<file path="src/rtl/dma_rd_sched.sv">
// Purpose: round-robin arbiter that hands the DRAM read plane to one of three clients
//          (0 = ifmap, 1 = weight, 2 = bias/aux) and latches that client's stream parameters.
// Latency: i_req sampled at edge t -> o_rd_start in cycle t+1; o_done one cycle after i_ctrl_read_done.
// Backpressure: one stream in flight at a time; a client holds i_req until its o_done pulse.
// Ports: clk/rstn (sync active-low reset); i_req, i_base_addr, i_num_trans, i_max_blk (per-client
//        slices); o_grant, o_done (per client); o_rd_start, o_rd_* (to read-plane controller);
//        i_ctrl_read_done (from controller); o_busy, o_timeout (sticky watchdog), i_clr_err.
module dma_rd_sched #(
  parameter int AXI_WIDTH_AD = 32,
  parameter int BIT_TRANS    = 18,
  parameter int TIMEOUT_CYC  = 1048576
) (
  input  logic                      clk,
  input  logic                      rstn,
  input  logic [2:0]                i_req,
  input  logic [3*AXI_WIDTH_AD-1:0] i_base_addr,
  input  logic [3*BIT_TRANS-1:0]    i_num_trans,
  input  logic [3*16-1:0]           i_max_blk,
  output logic [2:0]                o_grant,
  output logic [2:0]                o_done,
  output logic                      o_rd_start,
  output logic [AXI_WIDTH_AD-1:0]   o_rd_base_addr,
  output logic [BIT_TRANS-1:0]      o_rd_num_trans,
  output logic [15:0]               o_rd_max_req_blk_idx,
  input  logic                      i_ctrl_read_done,
  output logic                      o_busy,
  output logic                      o_timeout,
  input  logic                      i_clr_err
);

  typedef enum logic [1:0] {IDLE, LAUNCH, BUSY, DONE} state_t;

  // Counter is one bit wider than needed to reach TIMEOUT_CYC-1 so it can park
  // one past the trip point; that makes the timeout a single set event, which
  // lets i_clr_err clear the flag even while the FSM is still stuck in BUSY.
  localparam int CW = $clog2(TIMEOUT_CYC + 1);
  localparam logic [CW-1:0] WD_TRIP = CW'(TIMEOUT_CYC - 1);
  localparam logic [CW-1:0] WD_PARK = CW'(TIMEOUT_CYC);

  state_t                    state, state_nxt;
  logic [1:0]                last;
  logic [1:0]                win_q;
  logic [CW-1:0]             wd_cnt;

  logic [1:0]                cand0, cand1, win;
  logic [AXI_WIDTH_AD-1:0]   sel_base;
  logic [BIT_TRANS-1:0]      sel_num;
  logic [15:0]               sel_blk;

  function automatic logic [1:0] inc3(input logic [1:0] x);
    return (x == 2'd2) ? 2'd0 : x + 2'd1;
  endfunction

  // Priority order last+1, last+2, last (mod 3).
  always_comb begin
    cand0 = inc3(last);
    cand1 = inc3(cand0);
    win   = last;
    if (i_req[cand0])      win = cand0;
    else if (i_req[cand1]) win = cand1;
  end

  always_comb begin
    sel_base = i_base_addr[0 +: AXI_WIDTH_AD];
    sel_num  = i_num_trans[0 +: BIT_TRANS];
    sel_blk  = i_max_blk[0 +: 16];
    case (win)
      2'd1: begin
        sel_base = i_base_addr[AXI_WIDTH_AD +: AXI_WIDTH_AD];
        sel_num  = i_num_trans[BIT_TRANS +: BIT_TRANS];
        sel_blk  = i_max_blk[16 +: 16];
      end
      2'd2: begin
        sel_base = i_base_addr[2*AXI_WIDTH_AD +: AXI_WIDTH_AD];
        sel_num  = i_num_trans[2*BIT_TRANS +: BIT_TRANS];
        sel_blk  = i_max_blk[32 +: 16];
      end
      default: ;
    endcase
  end

  always_comb begin
    state_nxt = state;
    case (state)
      IDLE: begin
        // A zero-block stream never reaches the controller, which would
        // underflow computing max-1.
        if (|i_req) state_nxt = (sel_blk == 16'd0) ? DONE : LAUNCH;
      end
      LAUNCH:  state_nxt = BUSY;
      BUSY:    if (i_ctrl_read_done) state_nxt = DONE;
      DONE:    state_nxt = IDLE;
      default: state_nxt = IDLE;
    endcase
  end

  always_ff @(posedge clk) begin
    if (!rstn) begin
      state                <= IDLE;
      last                 <= 2'd2;
      win_q                <= 2'd0;
      o_grant              <= 3'b000;
      o_rd_base_addr       <= '0;
      o_rd_num_trans       <= '0;
      o_rd_max_req_blk_idx <= '0;
      wd_cnt               <= '0;
      o_timeout            <= 1'b0;
    end else begin
      state <= state_nxt;

      if (state == IDLE && |i_req) begin
        win_q                <= win;
        o_grant              <= 3'b001 << win;
        o_rd_base_addr       <= sel_base;
        o_rd_num_trans       <= sel_num;
        o_rd_max_req_blk_idx <= sel_blk;
      end

      if (state == DONE) begin
        o_grant <= 3'b000;
        last    <= win_q;
      end

      if (state == LAUNCH)
        wd_cnt <= '0;
      else if (state == BUSY && wd_cnt != WD_PARK)
        wd_cnt <= wd_cnt + 1'b1;

      // Set wins over a simultaneous clear.
      if (state == BUSY && wd_cnt == WD_TRIP)
        o_timeout <= 1'b1;
      else if (i_clr_err)
        o_timeout <= 1'b0;
    end
  end

  assign o_rd_start = (state == LAUNCH);
  assign o_done     = (state == DONE) ? o_grant : 3'b000;
  assign o_busy     = (state != IDLE);

endmodule

</file>
<file path="config.mk">
export PLATFORM = sky130hd
export DESIGN_NAME = dma_rd_sched
export DESIGN_NICKNAME = d
export VERILOG_FILES = /design/src/rtl/dma_rd_sched.sv
export SDC_FILE = /design/constraint.sdc
export NUM_CORES = 1
export LEC_CHECK = 0
export BUFFER_PORTS_ARGS = -buffer_cell sky130_fd_sc_hd__buf_4
export CAP_MARGIN = 5
export CORE_MARGIN = 1
export CORE_UTILIZATION = 40
export DETAILED_ROUTE_END_ITERATION = 6
export GPL_ROUTABILITY_DRIVEN = 0
export PLACE_DENSITY = 0.81
export SYNTH_ARGS = -nofsm -noshare
export SYNTH_HDL_FRONTEND = slang
export SYNTH_SLANG_ARGS = --single-unit
</file>
<file path="constraint.sdc">
create_clock -name clk -period 3.1 [get_ports clk]
set_input_delay 0 -clock clk [delete_from_list [all_inputs] [get_ports clk]]
set_output_delay 0 -clock clk [all_outputs]
set_load 0.1 [all_outputs]
</file>
==> results of run 1 <==
layer usage:
layer  wire, um  up-vias  track usage (%)
met5          0        -                0
met4       1270        0             19.3
met3        999       69             5.44
met2       9190      218             44.4
met1       7230     2765             32.4
li1           -     2885                -
how the worst max path moves through the flow:
stage | start | depth (start not counted) | end | slack (ns)
after floorplan | last[1] | 11 | state[1] | 0.59
after global placement | last[1] | 9 | state[1] | 0.42
after detailed placement | last[1] | 9 | state[1] | 0.31
after CTS | last[1] | 11 | state[1] | 0.28
after global routing | last[0] | 10 | state[1] | 0.09
final | last[1] | 11 | state[1] | 0.27
worst reg2reg max path, cell delays in order (launching register included):
cell and delay [ns]:
dfxtp_1 0.33, inv_1 0.08, a21oi_1 0.14, o22a_1 0.21, inv_1 0.10, ha_2 0.29
buf_4 0.26, a22oi_1 0.24, a21oi_1 0.12, or4_1 0.41, or4_1 0.42, a31oi_1 0.16
layout by cell type (no fill, tap or decap), drive strengths merged, types with 10 or more instances in the layout:
master / netlist / layout
o211ai: 56 / 56
a21boi: 59 / 59
nand2: 141 / 141
o21ai: 17 / 17
a22oi: 58 / 58
buf: 21 / 287
nor2: 21 / 21
inv: 12 / 13
mux2i: 10 / 10
dlygate4sd3: 0 / 41
and2: 13 / 13
a21oi: 20 / 20
dfxtp: 97 / 97
cell families (layout without fill, tap and decap cells):
logic type      count (synthesis)  in the layout  synth area share [%]
mux                            10             10                  1.93
flops                          97             97                  37.4
xor+xnor                       11             11                  1.86
fa+ha+maj                       9              9                  2.17
simple gates                  223            223                  19.4
buf+inv                        68            356                  5.62
compound gates                227            227                  31.7
final cells by class:
class	count	area (um2)	share of cell area, %
Timing Repair Buffer	328	2590	32.1
Clock inverter	7	68.8	0.853
Inverter	12	45.0	0.558
Sequential cell	97	1940	24.1
Multi-Input combinational cell	480	2980	37.0
Tap cell	172	215	2.67
Clock buffer	9	225	2.79
state kept, by name, summed over array words and instances, names as in the netlist:
| name | flops |
|---|---|
| o_rd_max_req_blk_idx | 16 |
| state | 2 |
| win_q | 2 |
| o_rd_num_trans | 18 |
| o_timeout | 1 |
| o_rd_base_addr | 32 |
| o_grant | 3 |
| wd_cnt | 21 |
| last | 2 |
power by group through the flow:
| stage | combinational, mW | clock (mW) | sequential [mW] |
|---|---|---|---|
| finish | 2.96 | 1.11 | 1.56 |
| global route | 3.11 | 1.19 | 1.58 |
| CTS | 2.96 | 1.14 | 1.56 |
| detailed placement | 2.91 | 0 | 1.58 |
| global placement | 2.90 | 0 | 1.58 |
| floorplan | 0.858 | 0 | 2.86 |
==> summary.txt, run 1 <==
Power and ir drop
  • Leak: 3.46 nW
  • P_sw: 2.77 mW
  • Comb pwr share: 52.5%
  • Int Pwr: 2.85 mW
  • Clock share of power: 19.8%
  • Flop pwr share: 27.7%
  • Peak supply drop: 0.588 mV
  • Switch share: 49.3%
  • Power per cell area: 697 nW/um2
  • Total power: 5.63 mW

Clock tree
  • Later-pin clock latency in the skew report: 0.34 ns
  • Clk buf depth: 2
  • Cts bufs inserted: 9
  • Reg clk slew, reported paths: 0.07 ns
  • Root buffer cell: clkbuf_16
  • Hold_buf cts: 41
  • CTS tree: yes
  • Post_cts resized: 0
  • CTS Sinks: 97
  • Post-CTS setup buffer count: 0
  • H-tree Lvls: 3

Outcome
  • Outcome: complete, but fails checks
  • Failing checks: negative hold slack

Worst setup path
  • Largest stage delay, worst path: 0.42 ns
  • CP Capture Type: register
  • CP startpoint kind: register
  • Arrival time at the worst endpoint: 3.11 ns
  • Critical R2R Launch: last[1]
  • R2R setup slack: 0.27 ns
  • Cell depth of the worst flop-to-flop path: 11
  • Worst R2R End: state[1]
  • CP required: 3.38 ns
  • CP max FO: 25
  • Setup Crit Path Kind: reg -> reg
  • Crit-path slowest cell: or4_1
  • CP cell instances: inv_1 -> a21oi_1 -> o22a_1 -> inv_1 -> ha_2 -> buf_4 -> a22oi_1 -> a21oi_1 -> or4_1 -> or4_1 -> a31oi_1
  • Family with the most delay on the worst path: compound AO/OA/AOI/OAI gates
  • Bufs and invs on worst path: 3

Timing
  • Fin crit period: 2.83 ns
  • Setup TNS: 0 ns
  • Tcrit/Tclk final: 91.3%
  • Worst-margin pin slew: 0.868 ns
  • RSZ-0062 raised after global routing: no
  • Final slew viol count: 0
  • Max Freq: 0.353 GHz
  • Final setup vio count: 0
  • Final WS setup: 0.269 ns
  • Setup Skew: 0.00855 ns
  • Final hold viol count: 1
  • Rel. slew slack: 41.9%
  • Worst hold slack: -0.000300 ns

Yosys
  • Share of the synthesized area in the top cell type: 37.4%
  • Avg Inst Size Synth: 8.05 um2
  • Post-Syn Area: 5190 um2
  • Top cell type by total area after synthesis: dfxtp_1
  • Synth cell count leaders: nand2_1, dfxtp_1, a21boi_0
  • Count leader, synth: nand2_1
  • Largest cells by area after synthesis: dfxtp_1, nand2_1, a21boi_0, o211ai_1, a22oi_1
  • Distinct cells, synth: 42
  • EDFF count, synth: 0
  • Post-synth net total: 859
  • Register area share after synthesis: 37.4%
  • Ys async rst share: 0%
  • Post-synth top flop: dfxtp_1
  • Gate Count Post-Synth: 645
  • Ys Warns: 0
  • Synthesized flop and latch total: 97

Min path
  • Worst Hold Class: in -> reg
  • WHS Endpoint: o_rd_base_addr[9]
  • Hold path depth: 3
  • Worst Hold Launch: i_base_addr[9]

Route
  • Pre-antenna DRT Iters: 5
  • Detailed-route wire length: 18.7 mm
  • Initial DRC Count: 409
  • Drt wl/cell: 16.9 um
  • Via count: 5937
  • Drt drc: 0
  • Vias/cell: 5.37
  • Post-DRT Antenna Nets: 0

Cells and area
  • Post-layout net count: 1142
  • Share of layout cells above drive strength 1: 33.4%
  • Fin util: 63.9%
  • Post-Layout Cell Count: 1105
  • P&R area growth vs syn: 55.5%
  • Fillers: 1114
  • Final Cell Area: 8070 um2
  • Diodes inserted: 0

Global route
  • Vias in the first global route: 5447
  • Global route overflow: 0
  • Largest net degree at the start of global routing: 76
  • Initial antenna violation count: 0
  • Total Routing Usage GR: 27.3%
  • Wire length of the first global-routing pass: 28.0 mm

Place
  • Port Buffer Count: 279
  • DP HPWL: 13.7 mm
  • Placed Cells: 1048
  • DP Area: 7370 um2
  • Setup WS pre-CTS: 0.306 ns

Die
  • Die area: 13400 um2
  • Core area: 12600 um2
  • IO Pins: 280
  • # rows: 41
  • Die Y: 116 um
  • Die X: 116 um
  • Initial core utilization: 41.1%

Flow run
  • Max Cap Viol: 0
(Power assumes the default switching activity.)
==> run 2, diff against run 1 <==
==> constraint.sdc (replaced) <==
create_clock -name clk -period 3.4 [get_ports clk]
set_input_delay 0 -clock clk [delete_from_list [all_inputs] [get_ports clk]]
set_output_delay 0 -clock clk [all_outputs]
set_load 0.1 [all_outputs]
==> run 2 against run 1 <==
The run now ends clean. Cell area up 0.62%. Final cell count increased by 0.36%. Clock power about the same. Wire length rose by 2.6%. Sequential share of layout area is 0.15 points lower. Via count increased by 1.3%. Combinational power fell by 8.4%. First-iteration DRC count shrank 18%. Sequential cell count unchanged. Die area unchanged. Core utilization rose by 0.40 points. Critical path type unchanged. Largest cell class unchanged. Largest power group unchanged. Highest routed layer unchanged.
==> summary.txt, run 2 (same netlist as run 1, synthesis figures left out) <==
Worst setup path
  • Family with the most delay on the worst path: simple AND/OR/NAND/NOR gates
  • Arrival time at the worst endpoint: 3.15 ns (+0.04 ns)
  • Largest stage delay, worst path: 0.53 ns (+0.11 ns)
  • Worst R2R End: state[1]
  • CP startpoint kind: register
  • CP Capture Type: register
  • Crit-path slowest cell: or4_1
  • Cell depth of the worst flop-to-flop path: 9 (-2)
  • CP required: 3.68 ns (+0.30 ns)
  • R2R setup slack: 0.52 ns (+0.26 ns)
  • CP cell instances: inv_1 -> o31a_1 -> ha_2 -> buf_4 -> a22oi_2 -> a21oi_1 -> or4_1 -> or4_1 -> a31oi_1
  • Setup Crit Path Kind: reg -> reg
  • Critical R2R Launch: last[1]
  • Most frequent cell on the critical path: or4_1
  • CP max FO: 22 (-12%)
  • Bufs and invs on worst path: 2 (-1)
  • Crit path from: last[1]

Cells and area
  • Post-layout net count: 1147 (+0.44%)
  • FF/Latch Area: 1940 um2 (unchanged)
  • Share of layout cells above drive strength 1: 33.2% (-0.25 points)
  • Multi-input gate area: 2980 um2 (unchanged)
  • Max FFs per register: 32 (unchanged)
  • Largest reg by FF count: o_rd_base_addr
  • Fillers: 1087 (-2.4%)
  • Largest registers: o_rd_base_addr (32), wd_cnt (21), o_rd_num_trans (18)
  • Final Cell Area: 8120 um2 (+0.62%)
  • Fin util: 64.3% (+0.40 points)
  • Diodes inserted: 0 (unchanged)
  • Most common cell after layout, fill and taps aside: buf_4
  • P&R area growth vs syn: 56.5%
  • Most frequent cells in the layout: buf_4, nand2_1, dfxtp_1

Clock tree
  • Reg clk slew, reported paths: 0.06 ns (about the same)
  • Clk buf depth: 2 (unchanged)
  • Cts bufs inserted: 9 (unchanged)
  • Root buffer cell: clkbuf_16
  • Later-pin clock latency in the skew report: 0.35 ns (about the same)
  • Post-CTS setup buffer count: 0 (unchanged)
  • CTS tree: yes
  • H-tree Lvls: 3 (unchanged)
  • CTS Sinks: 97 (unchanged)

Power and ir drop
  • Peak supply drop: 0.370 mV (-37%)
  • Power per cell area: 642 nW/um2 (-7.9%)
  • Leak: 3.49 nW (+0.84%)
  • Total power: 5.21 mW (-7.3%)

Global route
  • Total Routing Usage GR: 28.0% (+0.68 points)
  • Vias in the first global route: 5537 (+1.7%)
  • Largest net degree at the start of global routing: 76 (unchanged)
  • Global route overflow: 0 (unchanged)
  • Initial antenna violation count: 0 (unchanged)
  • Wire length of the first global-routing pass: 28.6 mm (+2.2%)

Timing
  • Final hold viol count: 0 (-1)
  • Worst hold slack: 0.0209 ns (+0.0212 ns)
  • Final slew viol count: 0 (unchanged)
  • Max Freq: 0.348 GHz (-1.5%)
  • Final setup vio count: 0 (unchanged)
  • Tcrit/Tclk final: 84.6% (-6.8 points)
  • Setup TNS: 0 ns (unchanged)
  • Rel. slew slack: 39.6% (-2.3 points)
  • RSZ-0062 raised after global routing: no
  • Fin crit period: 2.88 ns (+0.0441 ns)
  • Setup Skew: 0.00580 ns (-0.00275 ns)
  • Worst-margin pin slew: 0.903 ns (+0.0346 ns)

Place
  • DP HPWL: 13.6 mm (-0.96%)
  • Port Buffer Count: 279 (unchanged)
  • DP Area: 7370 um2 (about the same)

Route
  • Detailed-route wire length: 19.2 mm (+2.6%)
  • Drt drc: 0 (unchanged)
  • Drt wl/cell: 17.3 um (+2.2%)
  • Vias/cell: 5.43 (+0.98%)
  • Post-DRT Antenna Nets: 0 (unchanged)
  • Pre-antenna DRT Iters: 5 (unchanged)
  • Initial DRC Count: 334 (-18%)
  • Via count: 6017 (+1.3%)

Outcome
  • Outcome: complete, no violations

Die
  • # rows: 41 (unchanged)
  • Core area: 12600 um2 (unchanged)
  • Die area: 13400 um2 (unchanged)
  • Die X: 116 um (unchanged)
  • Initial core utilization: 41.1% (unchanged)
  • IO Pins: 280 (unchanged)
  • Die Y: 116 um (unchanged)

Flow run
  • Max Cap Viol: 0 (unchanged)

Min path
  • Hold path depth: 3 (unchanged)
  • WHS Endpoint: o_rd_num_trans[11]
  • Worst Hold Class: in -> reg
  • Worst Hold Launch: i_num_trans[11]
-- run 2: worst max path at each step --
stage | end | cells after the start | slack (ns)
global placement | state[1] | 9 | 0.65
detailed placement | state[1] | 9 | 0.55
CTS | state[1] | 9 | 0.54
floorplan | state[1] | 11 | 0.89
global route | state[1] | 9 | 0.36
finish | state[1] | 9 | 0.52
-- run 2: layer usage --
| layer | global-route usage [%] | wire length [um] | vias to the layer above |
|---|---|---|---|
| li1 | - | - | 2900 |
| met1 | 31.9 | 7270 | 2794 |
| met2 | 48.9 | 9840 | 264 |
| met3 | 5.02 | 1080 | 59 |
| met4 | 16.8 | 977 | 0 |
| met5 | 0 | 0 | - |
-- run 2: repair_timing --
item | 4_1_cts | 5_1_grt
hold endpoints to repair | 44 | 0
hold buffers | 44 | 0
resized for setup | 0 | 0
-- run 2: area by class of cell --
class                   count  share of cell area (%)
multi-input cells         480                    36.7
repair buffers            333                    32.3
inverters                  12                   0.555
clock inverters             3                   0.801
clock buffers              12                    3.04
flip-flops and latches     97                    23.9
well taps                 172                    2.65
-- run 2: per-stage QoR --
stage | std cells | worst slack (ns)
finish | 1109 | 0.525
global route | 1109 | 0.360
CTS | 1109 | 0.539
detailed placement | 1050 | 0.554
global placement | 1050 | 0.654
floorplan | 645 | 0.885
-- run 2: worst reg2reg max path, cell delays in order (launching register included) --
cell	delay (ns)
dfxtp_1	0.34
inv_1	0.08
o31a_1	0.38
ha_2	0.37
buf_4	0.30
a22oi_2	0.16
a21oi_1	0.10
or4_1	0.53
or4_1	0.41
a31oi_1	0.16
-- run 2: where the power goes --
group | switching [mW] | internal (mW) | leakage (nW) | total (mW)
Combinational | 1.99 | 0.718 | 2.54 | 2.71
Clock | 0.423 | 0.660 | 0.153 | 1.08
Sequential | 0.101 | 1.32 | 0.795 | 1.42
Total | 2.52 | 2.69 | 3.49 | 5.21
==> run 3, diff against run 2 <==
--- a/config.mk
+++ b/config.mk
@@ -11,7 +11,7 @@
 export CORE_UTILIZATION = 40
 export DETAILED_ROUTE_END_ITERATION = 6
 export GPL_ROUTABILITY_DRIVEN = 0
-export PLACE_DENSITY = 0.81
+export PLACE_DENSITY = 0.84
 export SYNTH_ARGS = -nofsm -noshare
 export SYNTH_HDL_FRONTEND = slang
 export SYNTH_SLANG_ARGS = --single-unit
==> constraint.sdc (replaced) <==
create_clock -name clk -period 2.3 [get_ports clk]
set_input_delay 0 -clock clk [delete_from_list [all_inputs] [get_ports clk]]
set_output_delay 0 -clock clk [all_outputs]
set_load 0.1 [all_outputs]
==> run 3 against run 2 <==
The flow now finishes with violations (negative setup slack). Hold slack got worse by 0.018 ns. Count of clock-buffer cells in the layout increased by 2. Sequential power increased by 48%. Largest power group unchanged. First-iteration DRC count increased by 56%. Sequential cell count unchanged.
==> summary.txt, run 3 (same netlist as run 1, synthesis figures left out) <==
Outcome
  • Outcome: complete, but fails checks
  • Failing checks: negative setup slack

Worst setup path
  • CP Capture Type: register
  • CP required: 2.56 ns (-1.12 ns)
  • CP max FO: 6 (-73%)
  • Arrival time at the worst endpoint: 2.91 ns (-0.24 ns)
  • Setup Crit Path Kind: reg -> reg
  • CP startpoint kind: register

Route
  • Detailed-route wire length: 19.8 mm (+3.5%)
  • Post-DRT Antenna Nets: 0 (unchanged)
  • Vias/cell: 5.32 (-1.9%)
  • Via count: 6022 (+0.083%)
  • Initial DRC Count: 520 (+56%)
  • Drt wl/cell: 17.5 um (+1.5%)
  • Drt drc: 0 (unchanged)
  • Pre-antenna DRT Iters: 5 (unchanged)

Global route
  • Vias in the first global route: 5527 (-0.18%)
  • Total Routing Usage GR: 28.9% (+0.82 points)
  • Global route overflow: 0 (unchanged)
  • Wire length of the first global-routing pass: 29.3 mm (+2.3%)
  • Largest net degree at the start of global routing: 75 (-1.3%)
  • Initial antenna violation count: 0 (unchanged)

Clock tree
  • Clk buf depth: 2 (unchanged)
  • CTS tree: yes
  • Reg clk slew, reported paths: 0.06 ns (about the same)
  • Later-pin clock latency in the skew report: 0.35 ns (about the same)
  • CTS Sinks: 97 (unchanged)
  • Cts bufs inserted: 9 (unchanged)
  • Root buffer cell: clkbuf_16
  • H-tree Lvls: 3 (unchanged)

Timing
  • Final WS setup: -0.348 ns (-0.873 ns)
  • Fin crit period: 2.65 ns (-0.227 ns)
  • Final setup vio count: 2 (+2)
  • Worst-margin pin slew: 0.768 ns (-0.134 ns)
  • Final hold viol count: 0 (unchanged)
  • Rel. slew slack: 48.8% (+9.2 points)
  • RSZ-0062 raised after global routing: yes
  • Max Freq: 0.378 GHz (+8.6%)
  • Final slew viol count: 0 (unchanged)
  • Tcrit/Tclk final: 115% (+31 points)
  • Setup Skew: 0.00666 ns (+0.000863 ns)

Cells and area
  • Post-Layout Cell Count: 1131 (+2.0%)
  • Most common cell after layout, fill and taps aside: buf_4
  • Largest reg by FF count: o_rd_base_addr
  • Final Cell Area: 8310 um2 (+2.3%)
  • Largest registers: o_rd_base_addr (32), wd_cnt (21), o_rd_num_trans (18)
  • P&R area growth vs syn: 60.0%
  • Max FFs per register: 32 (unchanged)
  • Most frequent cells in the layout: buf_4, nand2_1, dfxtp_1
  • Post-layout net count: 1168 (+1.8%)
  • Share of layout cells above drive strength 1: 35.7% (+2.5 points)
  • Diodes inserted: 0 (unchanged)

Place
  • DP Area: 7520 um2 (+2.1%)
  • Port Buffer Count: 279 (unchanged)
  • Placed Cells: 1069 (+1.8%)
  • DP HPWL: 14.3 mm (+4.7%)

Die
  • Initial core utilization: 41.1% (unchanged)
  • Die X: 116 um (unchanged)
  • # rows: 41 (unchanged)
  • IO Pins: 280 (unchanged)
  • Die Y: 116 um (unchanged)
  • Core area: 12600 um2 (unchanged)
  • Die area: 13400 um2 (unchanged)

Power and ir drop
  • Power per cell area: 938 nW/um2 (+46%)
  • Peak supply drop: 0.557 mV (+50%)
  • Leak: 3.60 nW (+3.3%)

Flow run
  • Max Cap Viol: 0 (unchanged)

Min path
  • Worst Hold Class: in -> reg
run 3: timing repair:
item,4_1_cts,5_1_grt
setup endpoints to repair,3,15
buffers inserted,7,0
pin swaps,3,1
hold buffers,39,0
resized for setup,4,4
hold endpoints to repair,39,0
run 3: per-layer routing:
| layer | vias up | GRT usage [%] | wire (um) |
|---|---|---|---|
| met5 | - | 0 | 0 |
| met4 | 0 | 12.1 | 728 |
| met3 | 54 | 8.11 | 1360 |
| met2 | 284 | 50.0 | 10100 |
| met1 | 2746 | 33.3 | 7640 |
| li1 | 2938 | - | - |
run 3: path summary, 6_finish.rpt:
kind / startpoint / to / slack [ns] / cells after the start
setup / recovery: last[1] / state[1] / -0.35 / 12
hold / removal: i_base_addr[16] / o_rd_base_addr[16] / 0.003 / 3
setup reg to reg: last[1] / state[1] / -0.35 / 12
hold reg to reg: o_rd_base_addr[22] / o_rd_base_addr[22] / 0.46 / 2
run 3: layout make-up:
type	instances	area, um2
clock buffers	14	274
clock inverters	2	35.0
fillers	1079	4310
inverters	12	45.0
multi-input cells	480	3000
flip-flops and latches	97	1940
well taps	172	215
repair buffers	354	2790
run 3: per-stage QoR:
stage	power (mW)	util, %	hold slack, ns	TNS [ns]	worst slack (ns)
final	7.79	65.8	0.00337	-0.643	-0.348
after global routing	8.12	65.8	0.0210	-0.883	-0.443
after CTS	7.78	65.8	0.00308	-0.572	-0.306
after detailed placement	6.14	59.6	0.326	-0.364	-0.359
after global placement	6.11	59.6	0.313	-0.226	-0.226
after floorplan	5.02	-	0.188	-0.168	-0.168
run 3: worst max-delay path: stages, from the launching register on:
cell and delay, ns:
dfxtp_2 0.32, inv_2 0.07, a21oi_1 0.07, o22a_1 0.19, buf_4 0.16, ha_4 0.18, buf_4 0.15, buf_4 0.15
a22o_1 0.20, mux2i_1 0.21, nand4_1 0.15, or4_1 0.52, a31oi_1 0.20
run 3: power by group:
group / total, mW / internal [mW] / switching, mW / leakage (nW)
registers: 2.10 / 1.95 / 0.156 / 0.795
clock network: 1.55 / 0.931 / 0.617 / 0.153
logic: 4.14 / 1.15 / 2.99 / 2.66
